===== src/rtl/pipe_pkg.sv =====
// Shared types and constants for the elastic pipeline-stage registers.
package pipe_pkg;

  typedef enum logic [1:0] {PS_EMPTY, PS_ONE, PS_TWO} pipe_state_t;

  localparam int PIPE_DATA_W_DEF = 32;
  localparam int PIPE_CNT_W_DEF  = 16;

  // Payload bundle widths used by the IF/ID .. MEM/WB instances.
  localparam int OPCODE_W = 5;
  localparam int RD_W     = 9;
  localparam int WORD_W   = 32;

endpackage


===== src/rtl/pipe_sat_counter.sv =====
// Saturating up-counter with synchronous clear; holds at all-ones.
module pipe_sat_counter #(
  parameter int CNT_W = 16
) (
  input  logic             clk,
  input  logic             rst,
  input  logic             inc,
  input  logic             clear,
  output logic [CNT_W-1:0] cnt
);

  always_ff @(posedge clk or posedge rst) begin
    if (rst) begin
      cnt <= '0;
    end else if (clear) begin
      cnt <= '0;
    end else if (inc && (cnt != {CNT_W{1'b1}})) begin
      cnt <= cnt + CNT_W'(1);
    end
  end

endmodule


===== src/rtl/pipe_stage_reg.sv =====
// Elastic valid/ready pipeline register with flush and optional skid buffer.
// Define PIPE_PERF_EN to build the stall/bubble/flush performance counters.
module pipe_stage_reg
  import pipe_pkg::*;
#(
  parameter int DATA_W = PIPE_DATA_W_DEF,
  parameter int SKID   = 1,
  parameter int CNT_W  = PIPE_CNT_W_DEF
) (
  input  logic              clk,
  input  logic              rst,
  input  logic              flush,
  input  logic              in_valid,
  output logic              in_ready,
  input  logic [DATA_W-1:0] in_data,
  output logic              out_valid,
  input  logic              out_ready,
  output logic [DATA_W-1:0] out_data,
  output logic [CNT_W-1:0]  stall_cnt,
  output logic [CNT_W-1:0]  bubble_cnt,
  output logic [CNT_W-1:0]  flush_cnt
);

  pipe_state_t       state_q;
  logic [DATA_W-1:0] main_q;
  logic              in_xfer;
  logic              out_xfer;

  assign out_valid = (state_q != PS_EMPTY);
  assign out_data  = main_q;
  assign in_xfer   = in_valid & in_ready;
  assign out_xfer  = out_valid & out_ready;

  if (SKID != 0) begin : g_skid
    logic [DATA_W-1:0] skid_q;
    logic              ready_q;
    pipe_state_t       state_d;

    // NOTE: every always_comb output gets a default first so no path can infer a latch.
    always_comb begin
      state_d = state_q;
      if (flush) begin
        state_d = PS_EMPTY;
      end else begin
        case (state_q)
          PS_EMPTY: if (in_xfer) state_d = PS_ONE;
          PS_ONE: begin
            if (in_xfer && !out_xfer)      state_d = PS_TWO;
            else if (!in_xfer && out_xfer) state_d = PS_EMPTY;
          end
          PS_TWO:   if (out_xfer) state_d = PS_ONE;
          default:  state_d = PS_EMPTY;
        endcase
      end
    end

    // NOTE: payload registers are reset because out_data must read 0 out of reset.
    always_ff @(posedge clk or posedge rst) begin
      if (rst) begin
        state_q <= PS_EMPTY;
        main_q  <= '0;
        skid_q  <= '0;
        ready_q <= 1'b1;
      end else begin
        state_q <= state_d;
        // Registered ready: decided from the next state, never from out_ready directly.
        ready_q <= (state_d != PS_TWO);
        case (state_q)
          PS_EMPTY: if (in_xfer) main_q <= in_data;
          PS_ONE: begin
            if (in_xfer && out_xfer) main_q <= in_data;
            else if (in_xfer)        skid_q <= in_data;
          end
          PS_TWO:   if (out_xfer) main_q <= skid_q;
          default:  ;
        endcase
      end
    end

    assign in_ready = ready_q;

  end else begin : g_noskid

    always_ff @(posedge clk or posedge rst) begin
      if (rst) begin
        state_q <= PS_EMPTY;
        main_q  <= '0;
      end else if (flush) begin
        state_q <= PS_EMPTY;
      end else if (in_xfer) begin
        state_q <= PS_ONE;
        main_q  <= in_data;
      end else if (out_xfer) begin
        state_q <= PS_EMPTY;
      end
    end

    assign in_ready = !out_valid | out_ready;

  end

`ifdef PIPE_PERF_EN
  pipe_sat_counter #(.CNT_W(CNT_W)) u_stall_cnt (
    .clk   (clk),
    .rst   (rst),
    .inc   (out_valid & ~out_ready),
    .clear (1'b0),
    .cnt   (stall_cnt)
  );

  pipe_sat_counter #(.CNT_W(CNT_W)) u_bubble_cnt (
    .clk   (clk),
    .rst   (rst),
    .inc   (~out_valid),
    .clear (1'b0),
    .cnt   (bubble_cnt)
  );

  // A flush only counts when it actually killed something held.
  pipe_sat_counter #(.CNT_W(CNT_W)) u_flush_cnt (
    .clk   (clk),
    .rst   (rst),
    .inc   (flush & out_valid),
    .clear (1'b0),
    .cnt   (flush_cnt)
  );
`else
  assign stall_cnt  = '0;
  assign bubble_cnt = '0;
  assign flush_cnt  = '0;
`endif

endmodule


===== config.mk =====
export PLATFORM = sky130hd
export DESIGN_NAME = pipe_stage_reg
export DESIGN_NICKNAME = d
export VERILOG_FILES = /design/src/rtl/pipe_pkg.sv /design/src/rtl/pipe_sat_counter.sv /design/src/rtl/pipe_stage_reg.sv
export SDC_FILE = /design/constraint.sdc
export NUM_CORES = 1
export LEC_CHECK = 0
export BUFFER_PORTS_ARGS = -buffer_cell sky130_fd_sc_hd__buf_2
export CORE_MARGIN = 4
export CORE_UTILIZATION = 54
export DETAILED_ROUTE_END_ITERATION = 8
export PLACE_DENSITY = 0.89
export SETUP_SLACK_MARGIN = 0.2
export SYNTH_ARGS = -nofsm -noshare
export SYNTH_HDL_FRONTEND = slang
export SYNTH_SLANG_ARGS = --single-unit
export TNS_END_PERCENT = 5

===== constraint.sdc =====
create_clock -name clk -period 6.1 [get_ports clk]
set_input_delay 1.22 -clock clk [delete_from_list [all_inputs] [get_ports clk]]
set_output_delay 1.22 -clock clk [all_outputs]
set_load 0.02 [all_outputs]

==> qor.yml <==
cts_root_buf: "clkbuf_8"
drv_slew: 0
gp_congestion: 0.729
synth_edf_count: 0
start_util_pct: 56.5
die_w_microns: 87.4
ys_ff_latch: 67
finalClockSkew_ns: 0.00807
status: "completed"
floorplan.die_area_sq_um: 7640
diodes: 0
async_flop_share_pct: 100
fin_nets: 380
yosys.area.top_type: "dfrtp_1"
setup_violations: 0
synth_cell_type_count: 29
cts_tree: "yes"
crit_required_ns: 4.88
fmax_ghz: 0.406
synth.most_common_cell: "dfrtp_1"
clk_latency_ns: 0.33
max_cap_violations: 0
antenna_left: 0
first_pass_iters: 4
vias: 2060
critPathMaxFanout: 7
synthCells: 275
final.setup.tns_ns: 0
critPathLaunchType: "flip-flop"
ys_warn_count: 0
dpl.hpwl_microns: 4030
fin_util_pct: 63.1
dieHeight_microns: 87.4
cts.sinks: 67
grt_max_degree: 68
grt-ovfl-total: 0
synth_top_cell_area_share_pct: 48.5
worstMarginPinSlew_ns: 1.12
rsz0062_at_grt: "false"
yosysSeqAreaShare_pct: 49.3
io_pins: 119
leakagePower_uw: 0.00204
power_density_nw_per_um2: 352
post-route-min-period_ns: 2.46
top_usage_layer: "met2"
drt_wl_total_microns: 5810
syn_area_sq_um: 3400
grt_use_total_pct: 16.4
core_area_sq_um: 6030
fin_cells: 423
postCtsHoldBufs: 0
dp_cells: 407
grt_pass1_vias: 2078
avgSynthCellArea_sq_um: 12.4
cts_setup_buffers: 0
yosys-top-cells-area: "dfrtp_1, buf_4, mux2i_1"
criticalPathCategory: "flip-flop to output port"
antenna_found_initial: 0
grt_pass1_wl_microns: 9780
synthTopCellsByCount: "dfrtp_1, buf_4, nand2_1"
path_clk_slew_ns: 0.07
fin_hold_ws_ns: 0.474
fin_crit_sh_pct: 40.4
rows: 28
ys.flop_type: "dfrtp_1"
cts_resized: 0
met3_usage_pct: 4.54
use_met1_pct: 20.6
drc: 0
viasPerCell: 4.87
hold_viol: 0
vdd_ir_drop_max_uv: 212
ctsHtreeMaxLevel: 3
relSlewSlack_pct: 25.6
hold_class: "flip-flop to flip-flop"
avgRoutedWirePerCell_microns: 13.7
critPathArrivalTime_ns: 1.24
globalRouteMet2Util_pct: 26.9
clk_path_buf_depth: 2
io_buffers: 70
drt_iter0_markers: 70
end_kind: "output port"
finalPower_uw: 1340
area_delta_synth_final_pct: 11.7
cts_buffers: 9
final_layout_size_suffix_gt1_share_pct: 43.4
[power by group]
| group | switching [uW] | internal [uW] |
|---|---|---|
| Sequential | 52.9 | 546 |
| Combinational | 171 | 131 |
| Clock | 162 | 275 |
[layout make-up]
cell class                      instances  area, sq um
Tap cell                               75         93.8
Inverter                                1         3.75
Multi-Input combinational cell        192         1410
Clock buffer                           13          179
Timing Repair Buffer                   72          365
Sequential cell                        67         1680
Fill cell                             517         2220
Clock inverter                          3         67.6
[cells by family after synthesis]
| kind of cell | count (synthesis) | share of synthesized area [%] |
|---|---|---|
| muxes | 64 | 21.1 |
| other | 1 | 0.110 |
| AOI/OAI and AO/OA | 38 | 8.93 |
| buffers and inverters | 63 | 14.7 |
| DFF | 67 | 49.3 |
| and+or+nand+nor | 42 | 5.92 |
[worst paths after layout]
| check | slack (ns) | depth (start not counted) | to | start |
|---|---|---|---|---|
| worst max register to register | 4.25 | 3 | out_data[0] | state_q[0] |
| worst min-delay path | 0.47 | 2 | out_data[5] | out_data[5] |
| worst min register to register | 0.47 | 2 | out_data[5] | out_data[5] |
| worst max-delay path | 3.64 | 2 | out_valid | state_q[1] |
| min in group asynchronous | 1.14 | 3 | out_data[4] | rst |
| max in group asynchronous | 4.41 | 3 | g_skid.skid_q[10] | rst |
[routing by layer]
metal | up-vias | part of all wire [%]
met4 | 0 | 0.95
met3 | 6 | 7.6
met1 | 989 | 42
met5 | - | 0
met2 | 81 | 49
li1 | 984 | -
[critical path, stage by stage (launching register included)]
cell     delay [ns]
dfrtp_1        0.47
or2_4          0.28
buf_2          0.16
[cell usage in the layout, fill, tap and decap left out, drive strengths merged, types with 2 or more instances in the layout]
cell    Yosys  routed
mux2i      32      32
clkbuf      0      13
nand3b      2       2
nand2      34      34
o21ai      32      32
buf        62      72
bufinv      0       2
mux2       32      32
dfrtp      66      66
conb        1      48
[through the flow]
| stage | instance area, sq um | setup WS [ns] |
|---|---|---|
| 3_3_place_gp | 3550 | 3.50 |
| 2_1_floorplan | 3580 | 3.20 |
| 3_5_place_dp | 3550 | 3.44 |
| 6_report | 3800 | 3.64 |
| 5_1_grt | 3800 | 3.59 |
| 4_1_cts | 3800 | 3.62 |
[sequential cells by signal (all words and copies together), names as in the netlist]
name / cells
g_skid.skid_q: 32
out_data: 32
state_q: 2
in_ready: 1
No activity file was read; power rests on OpenSTA's default activity.
